--- src/rtl/telemetry_rx.sv ---
// telemetry_rx: 8N1 UART receiver, 0xAA 0x55 header lock, three 12-bit telemetry fields.
// Latency: outputs and pkt_vld update one clock after the final payload byte's byte_rdy.
// Backpressure: none; the serial line cannot be stalled, results are held until the next packet.
// Optional feature: define TELEM_RX_TIMEOUT_EN to abandon packets stalled for TIMEOUT_CLKS idle clocks.
module telemetry_rx #(
  parameter int BAUD_DIV     = 2604,
  parameter int TIMEOUT_CLKS = 104160
) (
  input  logic        clk,
  input  logic        rst,
  input  logic        RX,
  output logic [11:0] batt_v,
  output logic [11:0] avg_curr,
  output logic [11:0] avg_torque,
  output logic        pkt_vld,
  output logic        pkt_err
);

  localparam int CNT_W = $clog2(BAUD_DIV + 1);
  localparam logic [CNT_W-1:0] HALF_BIT = CNT_W'(BAUD_DIV / 2);
  localparam logic [CNT_W-1:0] FULL_BIT = CNT_W'(BAUD_DIV);

  localparam logic [1:0] B_IDLE  = 2'd0;
  localparam logic [1:0] B_START = 2'd1;
  localparam logic [1:0] B_DATA  = 2'd2;
  localparam logic [1:0] B_STOP  = 2'd3;

  localparam logic [1:0] P_HUNT_AA = 2'd0;
  localparam logic [1:0] P_HUNT_55 = 2'd1;
  localparam logic [1:0] P_PAYLOAD = 2'd2;

  logic             rx_s1, rx_s2, rx_d;
  logic             start_edge;
  logic [1:0]       bit_st;
  logic [CNT_W-1:0] bit_cnt;
  logic             tick;
  logic [2:0]       bit_idx;
  logic [7:0]       shreg;
  logic             byte_rdy;
  logic             frm_err;
  logic [7:0]       byte_dat;

  logic [1:0]       pkt_st;
  logic [2:0]       idx;
  logic [3:0]       sh_batt_hi, sh_curr_hi, sh_torq_hi;
  logic [7:0]       sh_batt_lo, sh_curr_lo;
  logic             hi_bad;

  // Two-flop synchronizer plus one delayed copy for falling-edge detection; all idle high.
  always_ff @(posedge clk) begin
    if (rst) begin
      rx_s1 <= 1'b1;
      rx_s2 <= 1'b1;
      rx_d  <= 1'b1;
    end else begin
      rx_s1 <= RX;
      rx_s2 <= rx_s1;
      rx_d  <= rx_s2;
    end
  end

  assign start_edge = rx_d & ~rx_s2;
  // Counter is loaded with N and the sample is taken on the edge where it reads 1, i.e. N clocks after load.
  assign tick       = (bit_cnt == CNT_W'(1));

  // Bit FSM: half-bit wait to mid start bit, then full-bit spaced samples for data and stop.
  always_ff @(posedge clk) begin
    if (rst) begin
      bit_st   <= B_IDLE;
      bit_cnt  <= '0;
      bit_idx  <= '0;
      shreg    <= '0;
      byte_rdy <= 1'b0;
      frm_err  <= 1'b0;
      byte_dat <= '0;
    end else begin
      byte_rdy <= 1'b0;
      frm_err  <= 1'b0;
      case (bit_st)
        B_IDLE: begin
          if (start_edge) begin
            bit_cnt <= HALF_BIT;
            bit_st  <= B_START;
          end
        end
        B_START: begin
          if (tick) begin
            if (rx_s2) begin
              bit_st <= B_IDLE;  // false start, no error
            end else begin
              bit_cnt <= FULL_BIT;
              bit_idx <= '0;
              bit_st  <= B_DATA;
            end
          end else begin
            bit_cnt <= bit_cnt - CNT_W'(1);
          end
        end
        B_DATA: begin
          if (tick) begin
            shreg   <= {rx_s2, shreg[7:1]};
            bit_cnt <= FULL_BIT;
            if (bit_idx == 3'd7) bit_st <= B_STOP;
            else                 bit_idx <= bit_idx + 3'd1;
          end else begin
            bit_cnt <= bit_cnt - CNT_W'(1);
          end
        end
        default: begin
          if (tick) begin
            if (rx_s2) begin
              byte_rdy <= 1'b1;
              byte_dat <= shreg;
            end else begin
              frm_err  <= 1'b1;
            end
            bit_st <= B_IDLE;
          end else begin
            bit_cnt <= bit_cnt - CNT_W'(1);
          end
        end
      endcase
    end
  end

  // Even payload indices are hi bytes; only their low nibble may be non-zero.
  assign hi_bad = ~idx[0] & (byte_dat[7:4] != 4'd0);

`ifdef TELEM_RX_TIMEOUT_EN
  localparam int TMO_W = $clog2(TIMEOUT_CLKS + 1);
  logic [TMO_W-1:0] tmo_cnt;
  logic             tmo_hit;

  assign tmo_hit = (pkt_st != P_HUNT_AA) && (bit_st == B_IDLE) && !start_edge &&
                   (tmo_cnt == TMO_W'(TIMEOUT_CLKS - 1));

  // Idle-time counter while a packet is open; any start edge or return to hunting clears it.
  always_ff @(posedge clk) begin
    if (rst || pkt_st == P_HUNT_AA || tmo_hit || (bit_st == B_IDLE && start_edge)) begin
      tmo_cnt <= '0;
    end else if (bit_st == B_IDLE) begin
      tmo_cnt <= tmo_cnt + TMO_W'(1);
    end
  end
`endif

  // Packet FSM: header hunt, payload capture into shadows, single-clock commit of all three fields.
  always_ff @(posedge clk) begin
    if (rst) begin
      pkt_st     <= P_HUNT_AA;
      idx        <= '0;
      sh_batt_hi <= '0;
      sh_batt_lo <= '0;
      sh_curr_hi <= '0;
      sh_curr_lo <= '0;
      sh_torq_hi <= '0;
      batt_v     <= '0;
      avg_curr   <= '0;
      avg_torque <= '0;
      pkt_vld    <= 1'b0;
      pkt_err    <= 1'b0;
    end else begin
      pkt_vld <= 1'b0;
      pkt_err <= 1'b0;
      case (pkt_st)
        P_HUNT_AA: begin
          if (byte_rdy && byte_dat == 8'hAA) pkt_st <= P_HUNT_55;
        end
        P_HUNT_55: begin
          if (byte_rdy) begin
            if (byte_dat == 8'h55) begin
              pkt_st <= P_PAYLOAD;
              idx    <= '0;
            end else if (byte_dat != 8'hAA) begin
              pkt_st <= P_HUNT_AA;
            end
          end
        end
        default: begin
          if (frm_err || (byte_rdy && hi_bad)) begin
            pkt_err <= 1'b1;
            pkt_st  <= P_HUNT_AA;
            idx     <= '0;
          end else if (byte_rdy) begin
            case (idx)
              3'd0:    sh_batt_hi <= byte_dat[3:0];
              3'd1:    sh_batt_lo <= byte_dat;
              3'd2:    sh_curr_hi <= byte_dat[3:0];
              3'd3:    sh_curr_lo <= byte_dat;
              3'd4:    sh_torq_hi <= byte_dat[3:0];
              default: ;
            endcase
            if (idx == 3'd5) begin
              batt_v     <= {sh_batt_hi, sh_batt_lo};
              avg_curr   <= {sh_curr_hi, sh_curr_lo};
              avg_torque <= {sh_torq_hi, byte_dat};
              pkt_vld    <= 1'b1;
              pkt_st     <= P_HUNT_AA;
              idx        <= '0;
            end else begin
              idx <= idx + 3'd1;
            end
          end
        end
      endcase
`ifdef TELEM_RX_TIMEOUT_EN
      // A stall abandons the open packet; cannot coincide with a byte event.
      if (tmo_hit && !byte_rdy && !frm_err) begin
        pkt_err <= 1'b1;
        pkt_st  <= P_HUNT_AA;
        idx     <= '0;
      end
`endif
    end
  end

endmodule
--- config.mk ---
export PLATFORM = sky130hd
export DESIGN_NAME = telemetry_rx
export DESIGN_NICKNAME = d
export VERILOG_FILES = /design/src/rtl/telemetry_rx.sv
export SDC_FILE = /design/constraint.sdc
export NUM_CORES = 1
export LEC_CHECK = 0
export ABC_AREA = 1
export BUFFER_PORTS_ARGS = -buffer_cell sky130_fd_sc_hd__clkbuf_2
export CORE_ASPECT_RATIO = 0.9
export CORE_UTILIZATION = 61
export CTS_BUF_LIST = sky130_fd_sc_hd__clkbuf_8
export DETAILED_ROUTE_END_ITERATION = 8
export PLACE_DENSITY = 0.83
export SYNTH_ARGS = -nofsm -noshare
export SYNTH_HDL_FRONTEND = slang
export SYNTH_SLANG_ARGS = --single-unit
--- constraint.sdc ---
create_clock -name clk -period 1.75 [get_ports clk]
set_input_delay 0.175 -clock clk [delete_from_list [all_inputs] [get_ports clk]]
set_output_delay 0.175 -clock clk [all_outputs]
set_load 0.03 [all_outputs]
==> impl_results.md, run 1 <==
* Status: completed
* Mapped Area at 0.00498 mm²
* Sw frac at 0.330
* Die width at 97.3 µm
* Core footprint at 0.00773 mm²
* Buf+Inv Stages, Crit Path at 3
* Final setup viols at 0
* Clk pin slew, worst setup/hold paths at 0.10 ns
* Critical Path RT at 2.02 ns
* Flops & latches, synth at 109
* Via count at 4396
* Most frequent cell after synthesis: nand2_1
* Leak at 2.25 nW
* GP Congestion at 0.968
* Vias per cell at 5.41
* Crit path capture type: flop
* Flop pwr share at 0.501
* Ys flop type: dfxtp_1
* Comb pwr share at 0.215
* Final Cycle Share at 0.947
* Max Root-Sink Buffers at 2
* Io pins at 41
* Vias in the first global route at 3977
* HPWL Detailed at 7870 µm
* Clk_skew at 0.0122 ns
* Starting DRT DRC Count at 406
* Total power at 5.31 mW
* Port bufs at 40
* Actual slew at the worst max-slew pin at 0.466 ns
* Netlist cell types at 37
* Layout cell share with drive strength beyond 1 at 0.222
* Multi-input gate area at 0.00248 mm²
* First-pass GRT wire length at 18100 µm
* H-Tree Depth at 3
* WL per Instance at 13.2 µm
* Top-area cell type share of the netlist area at 0.438
* Fin worst setup slack at 0.0927 ns
* Remaining DRCs at 0
* Critical path launch point type: flop
* Worst-path maximum fanout at 6
* Ranking of synthesized cells by area: dfxtp_1 (44%), nand2_1 (10%), nor2_1 (6.9%)
* CTS tree: yes
* Hold/Removal Path Class: in -> reg
* Ys async rst share at 0
* Gate Count Post-Synth at 661
* Synthesis-to-finish area growth at 12.6%
* Pre-Repair DR Iteration Count at 6
* Die area at 0.00853 mm²
* Final ANT Viol Nets at 0
* Pins Over Slew Limit at 0
* Die Ht at 87.7 µm
* Max IR drop VDD at 0.792 mV
* Slowest cell on crit path: dfxtp_2
* Relative slew slack at 0.689
* FILL cells at 591
* Synth cell count leaders: nand2_1 (136), dfxtp_1 (109), nor2_1 (91), a21oi_1 (66), inv_1 (51)
* GRT Resource Usage Total at 0.263
* Reg area at 0.00219 mm²
* Syn Nets at 674
* Hold Violations, Final at 0
* CP most frequent cell: nand2_1
* Seq/Total Area, Yosys at 0.438
* Arrival time of the worst setup path at 1.93 ns
* Area leader, netlist: dfxtp_1
* Largest net degree at the start of global routing at 44
* Root Driver: clkbuf_8
* Max-cap violations at 0
* Later-pin clock latency in the skew report at 0.38 ns
* PwrDens at 946 mW/mm²
* Avg Synthesized Cell Area at 7.54 µm²
* Initial Util at 0.644
* CP cell instances: buf_4 > ha_4 > inv_1 > nand3_2 > nand2_1 > nand3_1 > nand2_2 > buf_4 > nand2_1 > nand2_1 > a21oi_1
* Drt total wl at 10700 µm
* Gr ovfl total at 0
* Worst path top cell family by delay: simple AND/OR/NAND/NOR gates
* Setup CP Type: reg -> reg
* CTS sink cnt at 109
* Place WS at -0.0303 ns
* Num CTS Buffers at 9
* F_max at 603 MHz
* Crit path time final at 1.66 ns
* Initial antenna violation count at 0
* # nets final at 724
* Critical Path Max Stage Delay at 0.35 ns
* Ant. Diodes at 0
* Psw at 1.75 mW
* YS warnings at 0
* # rows at 30
* Number of flops mapped to enable cells by yosys at 0
* Internal at 3.56 mW
* Clock power share at 0.285
path summary, 6_finish.rpt:
path | startpoint | endpoint | slack, ns | cells after the start
worst max-delay path | bit_st[0] | bit_cnt[10] | 0.09 | 11
worst min-delay path | rst | bit_st[0] | 0.04 | 2
worst max register to register | bit_st[0] | bit_cnt[10] | 0.09 | 11
worst min register to register | rx_s1 | rx_s2 | 0.42 | 1
layout by cell type, fill, tap and decap left out, types with 14 or more instances in the layout:
cell / netlist / routed
inv_1: 51 / 47
buf_4: 4 / 21
nor2_4: 14 / 15
nor2_1: 91 / 89
a21oi_2: 14 / 14
nand2_1: 136 / 133
clkbuf_2: 0 / 40
dfxtp_1: 109 / 106
nor2_2: 20 / 21
a21oi_1: 66 / 66
nand3_1: 47 / 46
o21ai_0: 32 / 28
cells by family (layout without fill, tap and decap cells):
logic type,Yosys count,in the layout,share of synthesized area
buffers and inverters,80,135,0.0766
DFF,109,109,0.438
and+or+nand+nor,346,346,0.330
adders and majority gates,10,10,0.0251
xor gates and xnor gates,3,3,0.00527
AOI/OAI and AO/OA,113,113,0.125
per-stage QoR:
step,utilization,hold slack [ns],cell area (µm²),setup TNS (ns),cells
2_1_floorplan,-,0.279,4980,0,661
3_3_place_gp,0.687,0.359,5310,0,792
3_5_place_dp,0.687,0.361,5310,-0.0303,792
4_1_cts,0.715,0.0239,5530,0,809
5_1_grt,0.726,0.0392,5610,-0.00738,812
6_report,0.726,0.0370,5610,0,812
area by class of cell:
class / instances / share of cell area
Timing Repair Buffer: 64 / 0.0727
Clock inverter: 6 / 0.0116
Clock buffer: 10 / 0.0245
Tap cell: 96 / 0.0214
Inverter: 54 / 0.0375
Timing Repair inverter: 1 / 0.000892
Sequential cell: 109 / 0.390
Multi-Input combinational cell: 472 / 0.441
metal layers:
layer,vias up,wire [µm],share of wire,global-route usage
met5,-,0,0,0
met4,0,125,0.012,0.0789
met3,12,689,0.064,0.0535
met2,142,5140,0.48,0.444
met1,2004,4780,0.44,0.344
li1,2238,-,-,-
power by group through the flow:
stage / clock network [mW] / registers [mW] / logic, mW
after global placement: 0 / 2.71 / 0.970
after detailed placement: 0 / 2.71 / 1.02
after floorplan: 0 / 2.69 / 0.830
after CTS: 1.54 / 2.66 / 1.03
after global routing: 1.64 / 2.67 / 1.29
final: 1.51 / 2.66 / 1.14
repair_timing:
item | 4_1_cts | 5_1_grt
pin swaps | 0 | 4
gates cloned | 0 | 1
buffers inserted | 0 | 2
setup endpoints to repair | 6 | 35
hold buffers | 1 | 0
hold endpoints to repair | 1 | 0
gates resized for setup | 4 | 24
flip-flops by register name, indices dropped and copies added, names as in the netlist:
signal,cells
sh_curr_lo,8
byte_rdy,1
byte_dat,8
rx_d,1
sh_batt_lo,8
pkt_err,1
sh_torq_hi,4
shreg,8
sh_batt_hi,4
bit_st,2
rx_s2,1
avg_torque,12
pkt_st,2
frm_err,1
bit_idx,3
batt_v,12
bit_cnt,12
avg_curr,12
sh_curr_hi,4
rx_s1,1
idx,3
pkt_vld,1
(Power assumes the default switching activity.)
==> run 2: changes to the inputs <==
--- a/config.mk
+++ b/config.mk
@@ -8,10 +8,10 @@
 export ABC_AREA = 1
 export BUFFER_PORTS_ARGS = -buffer_cell sky130_fd_sc_hd__clkbuf_2
 export CORE_ASPECT_RATIO = 0.9
-export CORE_UTILIZATION = 61
+export CORE_UTILIZATION = 60
 export CTS_BUF_LIST = sky130_fd_sc_hd__clkbuf_8
 export DETAILED_ROUTE_END_ITERATION = 8
-export PLACE_DENSITY = 0.83
+export PLACE_DENSITY = 0.82
 export SYNTH_ARGS = -nofsm -noshare
 export SYNTH_HDL_FRONTEND = slang
 export SYNTH_SLANG_ARGS = --single-unit
==> run 2 against run 1 <==
Final cell count unchanged; combinational power shrank 4%; global-route usage shrank 1.2 points; total power down 1.5%; clock skew rose by 0.0033 ns; sequential share of layout area rose by 0.29 points; critical endpoint is now bit_cnt[7]; the run now ends with design-rule violations left; core utilization is 3.2 points lower; first-iteration DRC count shrank 29%; critical path depth unchanged; clock power fell by 3%; non-clock buffer count shrank 3; final area down 0.69%.
==> impl_results.md, run 2 (synthesis gave the netlist of run 1 again) <==
* Status: finished, violations left
* Failing checks: design-rule violations
* Io pins at 41
* RSZ-0062 raised after global routing: yes
* Clk_skew at 0.0154 ns
* Hold/Removal Path Class: in -> reg
* Via count at 4351
* Actual slew at the worst max-slew pin at 0.354 ns
* Pins Over Slew Limit at 0
* # rows at 31
* WL per Instance at 13.1 µm
* Root Driver: clkbuf_8
* Die Ht at 88.5 µm
* Initial Util at 0.621
* Max IR drop VDD at 0.552 mV
* GRT Resource Usage Total at 0.250
* Starting DRT DRC Count at 287
* Die area at 0.00867 mm²
* Critical path launch point type: flop
* Final setup viols at 0
* Max Root-Sink Buffers at 2
* Setup CP Type: reg -> reg
* Psw at 1.72 mW
* Vias per cell at 5.36
* Sw frac at 0.330
* Num CTS Buffers at 9
* Remaining DRCs at 7
* Critical Path RT at 2.02 ns
* Gr ovfl total at 0
* Clock power share at 0.279
* F_max at 618 MHz
* Synthesis-to-finish area growth at 11.9%
* Worst-path maximum fanout at 11
* Leak at 2.24 nW
* Commonest non-fill, non-tap cells in the layout: nand2_1 (132), dfxtp_1 (107), nor2_1 (88), a21oi_1 (66), inv_1 (48)
* Largest net degree at the start of global routing at 65
* PwrDens at 938 mW/mm²
* Post-Layout Cell Count at 812
* Hold Violations, Final at 0
* Comb pwr share at 0.211
* Max-cap violations at 0
* Initial antenna violation count at 0
* Total power at 5.23 mW
* Crit path time final at 1.62 ns
* Ant. Diodes at 0
* Vias in the first global route at 3744
* Fin area at 0.00557 mm²
* Crit path capture type: flop
* HPWL Detailed at 7670 µm
* GP Congestion at 0.927
* H-Tree Depth at 3
* Arrival time of the worst setup path at 1.89 ns
* Commonest non-fill, non-tap cell in the layout: nand2_1
* Flop pwr share at 0.510
* Pre-Repair DR Iteration Count at 9
* Port bufs at 40
* Final Cycle Share at 0.924
* Later-pin clock latency in the skew report at 0.38 ns
* Placed cell count at 793
* Core footprint at 0.00803 mm²
* Relative slew slack at 0.764
* First-pass GRT wire length at 17400 µm
* Clk pin slew, worst setup/hold paths at 0.11 ns
* CTS sink cnt at 109
* Drt total wl at 10700 µm
* Layout cell share with drive strength beyond 1 at 0.217
* DP Area at 0.00529 mm²
* Final ANT Viol Nets at 0
* CTS tree: yes
* Die width at 98.1 µm
* Internal at 3.50 mW
* # nets final at 721
-- run 2: per-layer routing --
layer	routed length (µm)	global-route usage	up-vias
met4	198	0.0771	0
met5	0	0	-
met1	5180	0.347	1968
met2	4660	0.394	134
li1	-	-	2230
met3	606	0.0529	19
-- run 2: layout make-up --
| cell class | instances | area (µm²) |
|---|---|---|
| Multi-Input combinational cell | 473 | 2480 |
| Fill cell | 648 | 2460 |
| Sequential cell | 109 | 2190 |
| Timing Repair Buffer | 61 | 377 |
| Inverter | 54 | 208 |
| Clock buffer | 9 | 124 |
| Tap cell | 99 | 124 |
| Clock inverter | 7 | 67.6 |
-- run 2: stage by stage --
stage / hold slack [ns] / setup slack [ns] / TNS (ns) / utilization
2_1_floorplan: 0.279 / 0.176 / 0 / -
3_3_place_gp: 0.360 / 0.165 / 0 / 0.658
3_5_place_dp: 0.368 / 0.0730 / 0 / 0.658
4_1_cts: 0.0981 / 0.0430 / 0 / 0.683
5_1_grt: 0.0836 / -0.0413 / -0.0494 / 0.694
6_report: 0.0888 / 0.133 / 0 / 0.694
-- run 2: worst paths after layout --
check             startpoint  cells past startpoint    endpoint  slack [ns]
setup / recovery   bit_st[1]                     11  bit_cnt[7]        0.13
setup reg to reg   bit_st[1]                     11  bit_cnt[7]        0.13
hold / removal           rst                      2   bit_st[0]        0.09
hold reg to reg        rx_s1                      1       rx_s2        0.42
-- run 2: power by group through the flow --
| stage | clock network (mW) | registers [mW] | logic, mW |
|---|---|---|---|
| after global routing | 1.58 | 2.68 | 1.26 |
| final | 1.46 | 2.67 | 1.10 |
| after detailed placement | 0 | 2.71 | 1.01 |
| after floorplan | 0 | 2.69 | 0.830 |
| after CTS | 1.48 | 2.66 | 1.02 |
| after global placement | 0 | 2.71 | 0.986 |
-- run 2: critical path, cell delays in order, from the launching register on --
cell	delay (ns)
dfxtp_4	0.37
inv_1	0.09
ha_2	0.24
inv_1	0.07
nand3_1	0.10
nand2_1	0.06
nand3_1	0.09
nand2_2	0.12
inv_4	0.14
nand2_1	0.08
nand2_2	0.10
nor2_1	0.06
-- run 2: repair_timing --
action,CTS,global route
buffers inserted,0,1
hold buffers,1,0
setup endpoints to repair,0,24
resized for setup,0,25
endpoints found under the hold margin,1,0
==> run 3: changes to the inputs <==
--- a/config.mk
+++ b/config.mk
@@ -5,7 +5,6 @@
 export SDC_FILE = /design/constraint.sdc
 export NUM_CORES = 1
 export LEC_CHECK = 0
-export ABC_AREA = 1
 export BUFFER_PORTS_ARGS = -buffer_cell sky130_fd_sc_hd__clkbuf_2
 export CORE_ASPECT_RATIO = 0.9
 export CORE_UTILIZATION = 60
==> run 3 against run 2 <==
The flow finishes with violations (negative setup slack); combinational power increased by 83%; clock power shrank 3%; critical path depth decreased by 3; maximum frequency down 27%; first-iteration DRC count grew 26%; total power increased by 17%; non-clock buffer count grew 47; clock skew is 0.0031 ns lower; final cell count fell by 12%; largest cell class unchanged.
==> impl_results.md, run 3 <==
* Core footprint at 0.00722 mm²
* Crit path from: bit_cnt[1]
* Max-cap violations at 0
* Ant. Diodes at 0
* First-pass GRT wire length at 18700 µm
* Netlist cell types at 48
* PwrDens at 1060 mW/mm²
* Flops & latches, synth at 109
* GR Util met1 at 0.393
* Final setup viols at 56
* Max Root-Sink Buffers at 2
* Commonest non-fill, non-tap cell in the layout: dfxtp_1
* Area leader, netlist: dfxtp_1
* Die Ht at 84.7 µm
* FILL cells at 482
* GRT Resource Usage Total at 0.299
* GRT busiest layer: met2
* Critical R2R Launch: bit_cnt[1]
* # rows at 29
* Total power at 6.10 mW
* Reg-to-Reg End: bit_st[1]
* M3 GR Usage at 0.0670
* Gate Count Post-Synth at 533
* Crit path to: bit_st[1]
* Pre-Repair DR Iteration Count at 5
* Ys flop type: dfxtp_1
* WL per Instance at 16.0 µm
* Critical path launch point type: flop
* Top-area cell type share of the netlist area at 0.478
* Root Driver: clkbuf_8
* Critical Path Max Stage Delay at 0.49 ns
* Multi-input gate area at 0.00243 mm²
* Vias per cell at 5.78
* Relative slew slack at 0.540
* Later-pin clock latency in the skew report at 0.37 ns
* Critical Path RT at 1.99 ns
* Worst Reg-to-Reg Cells at 8
* Reg area at 0.00219 mm²
* Pins Over Slew Limit at 0
* Die area at 0.00796 mm²
* Gr ovfl total at 0
* Hold Violations, Final at 0
* Hold/Removal Path Class: in -> reg
* Via count at 4128
* Fin worst setup slack at -0.471 ns
* Layout cell share with drive strength beyond 1 at 0.287
* Num CTS Buffers at 9
* H-Tree Depth at 3
* CTS sink cnt at 109
* Ys async rst share at 0
* F_max at 450 MHz
* Comb pwr share at 0.329
* Placed cell count at 684
* Syn Nets at 546
* Met2 usage at 0.487
* Crit path capture type: flop
* Port bufs at 40
* Synth cell count leaders: dfxtp_1 (109), nand2_1 (90), a21oi_1 (67), nor2_1 (60), mux2i_1 (42)
* Drt total wl at 11400 µm
* Commonest non-fill, non-tap cells in the layout: dfxtp_1 (104), nand2_1 (87), a21oi_1 (63), nor2_1 (58), buf_4 (57)
* CP cell instances: inv_2 > ha_4 > or4b_4 > buf_4 > or4_4 > a21oi_4 > o211a_1 > o32ai_1
* Setup CP Type: reg -> reg
* Failing checks: negative setup slack
* Most frequent cell after synthesis: dfxtp_1
* Initial antenna violation count at 0
* Final ANT Viol Nets at 0
* Io pins at 41
* GP Congestion at 0.902
* Clock power share at 0.233
* Initial Util at 0.632
* Arrival time of the worst setup path at 2.46 ns
* Psw at 2.06 mW
* Clk_skew at 0.0123 ns
* Flop pwr share at 0.438
* Avg Synthesized Cell Area at 8.56 µm²
* Mapped Area at 0.00456 mm²
* Seq/Total Area, Yosys at 0.478
* Slowest cell on crit path: or4_4
* CTS tree: yes
* Largest net degree at the start of global routing at 62
* Die width at 93.9 µm
* Internal at 4.04 mW
* Vias in the first global route at 3924
* Sw frac at 0.338
* Actual slew at the worst max-slew pin at 0.691 ns
* Number of flops mapped to enable cells by yosys at 0
* RSZ-0062 raised after global routing: yes
* Ranking of synthesized cells by area: dfxtp_1 (48%), mux2i_1 (9.2%), nand2_1 (7.4%)
* HPWL Detailed at 7170 µm
* Status: finished, violations left
* Reg2reg setup slack at -0.47 ns
* YS warnings at 0
* Synthesis-to-finish area growth at 26.0%
* Crit path time final at 2.22 ns
* Max IR drop VDD at 0.704 mV
* Final Cycle Share at 1.27
* Clk pin slew, worst setup/hold paths at 0.11 ns
* # nets final at 629
* Worst-path maximum fanout at 4
* Remaining DRCs at 0
* Setup TNS at -16.44 ns
* Post-Layout Cell Count at 714
* Leak at 2.25 nW
* Starting DRT DRC Count at 361
[run 3: changes by cell type after synthesis, sizes merged, moves of 5 or more]
cell,before,now
a21oi,80,67
and2,0,5
buf,16,5
clkbuf,10,34
inv,53,12
mux2i,0,42
nand2,142,90
nand3,49,16
nand4,8,1
nor2,126,60
nor4,2,7
o21ai,32,14
or4,0,5
[run 3: cell families after synthesis]
logic type | after synthesis | share of synthesized area
adder cells (fa/ha/maj) | 10 | 0.0274
buffers and inverters | 51 | 0.0461
AND/OR/NAND/NOR | 215 | 0.214
XOR/XNOR | 1 | 0.00192
flip-flops | 109 | 0.478
multiplexers | 43 | 0.0946
AO/OA/AOI/OAI | 104 | 0.138
[run 3: worst min-delay path by stage]
| stage | from | to | slack (ns) | cells past startpoint |
|---|---|---|---|---|
| final | rst | byte_dat[2] | 0.28 | 2 |
| after global routing | rst | byte_dat[1] | 0.29 | 2 |
| after CTS | rst | byte_dat[2] | 0.25 | 2 |
| after detailed placement | RX | rx_s1 | 0.36 | 2 |
| after global placement | RX | rx_s1 | 0.36 | 2 |
| after floorplan | RX | rx_s1 | 0.28 | 1 |
[run 3: cell type report]
class,count,share of cell area
inverters,12,0.00783
clock buffers,9,0.0215
repair buffers,108,0.137
flip-flops and latches,109,0.381
clock inverters,7,0.0102
multi-input cells,376,0.422
well taps,93,0.0202
[run 3: metal layers]
metal  vias up  routed length (µm)
li1       1995                   -
met1      1964                5100
met2       142                5510
met3        27                 611
met4         0                 214
met5         -                   0
[run 3: through the flow]
step                setup WS (ns)  utilization  hold slack (ns)  area (µm²)
finish                     -0.471        0.796            0.277        5750
global route               -0.537        0.796            0.286        5750
CTS                        -0.436        0.781            0.252        5640
detailed placement         -0.496        0.729            0.362        5260
global placement           -0.442        0.729            0.361        5260
floorplan                  -0.494            -            0.279        4660
[run 3: power by group through the flow]
stage	clock network [mW]	registers (mW)	logic [mW]
floorplan	0	2.73	0.909
global placement	0	2.71	1.52
global route	1.54	2.69	2.14
CTS	1.45	2.67	1.82
detailed placement	0	2.71	1.55
finish	1.42	2.67	2.01
[run 3: worst max-delay path, delay by kind of cell, from the launching register on]
| family | cells | cell delay, ns |
|---|---|---|
| and+or+nand+nor | 2 | 0.96 |
| AOI/OAI and AO/OA | 3 | 0.43 |
| DFF | 1 | 0.34 |
| buffers and inverters | 2 | 0.23 |
| adders and majority gates | 1 | 0.12 |
[run 3: timing repair]
action                                  4_1_cts  5_1_grt
pin swaps                                    11       13
endpoints found under the setup margin       55       90
gates cloned                                  3        0
setup buffers                                 9        4
hold buffers                                  1        0
resized for setup                            32       26
hold endpoints to repair                      1        0
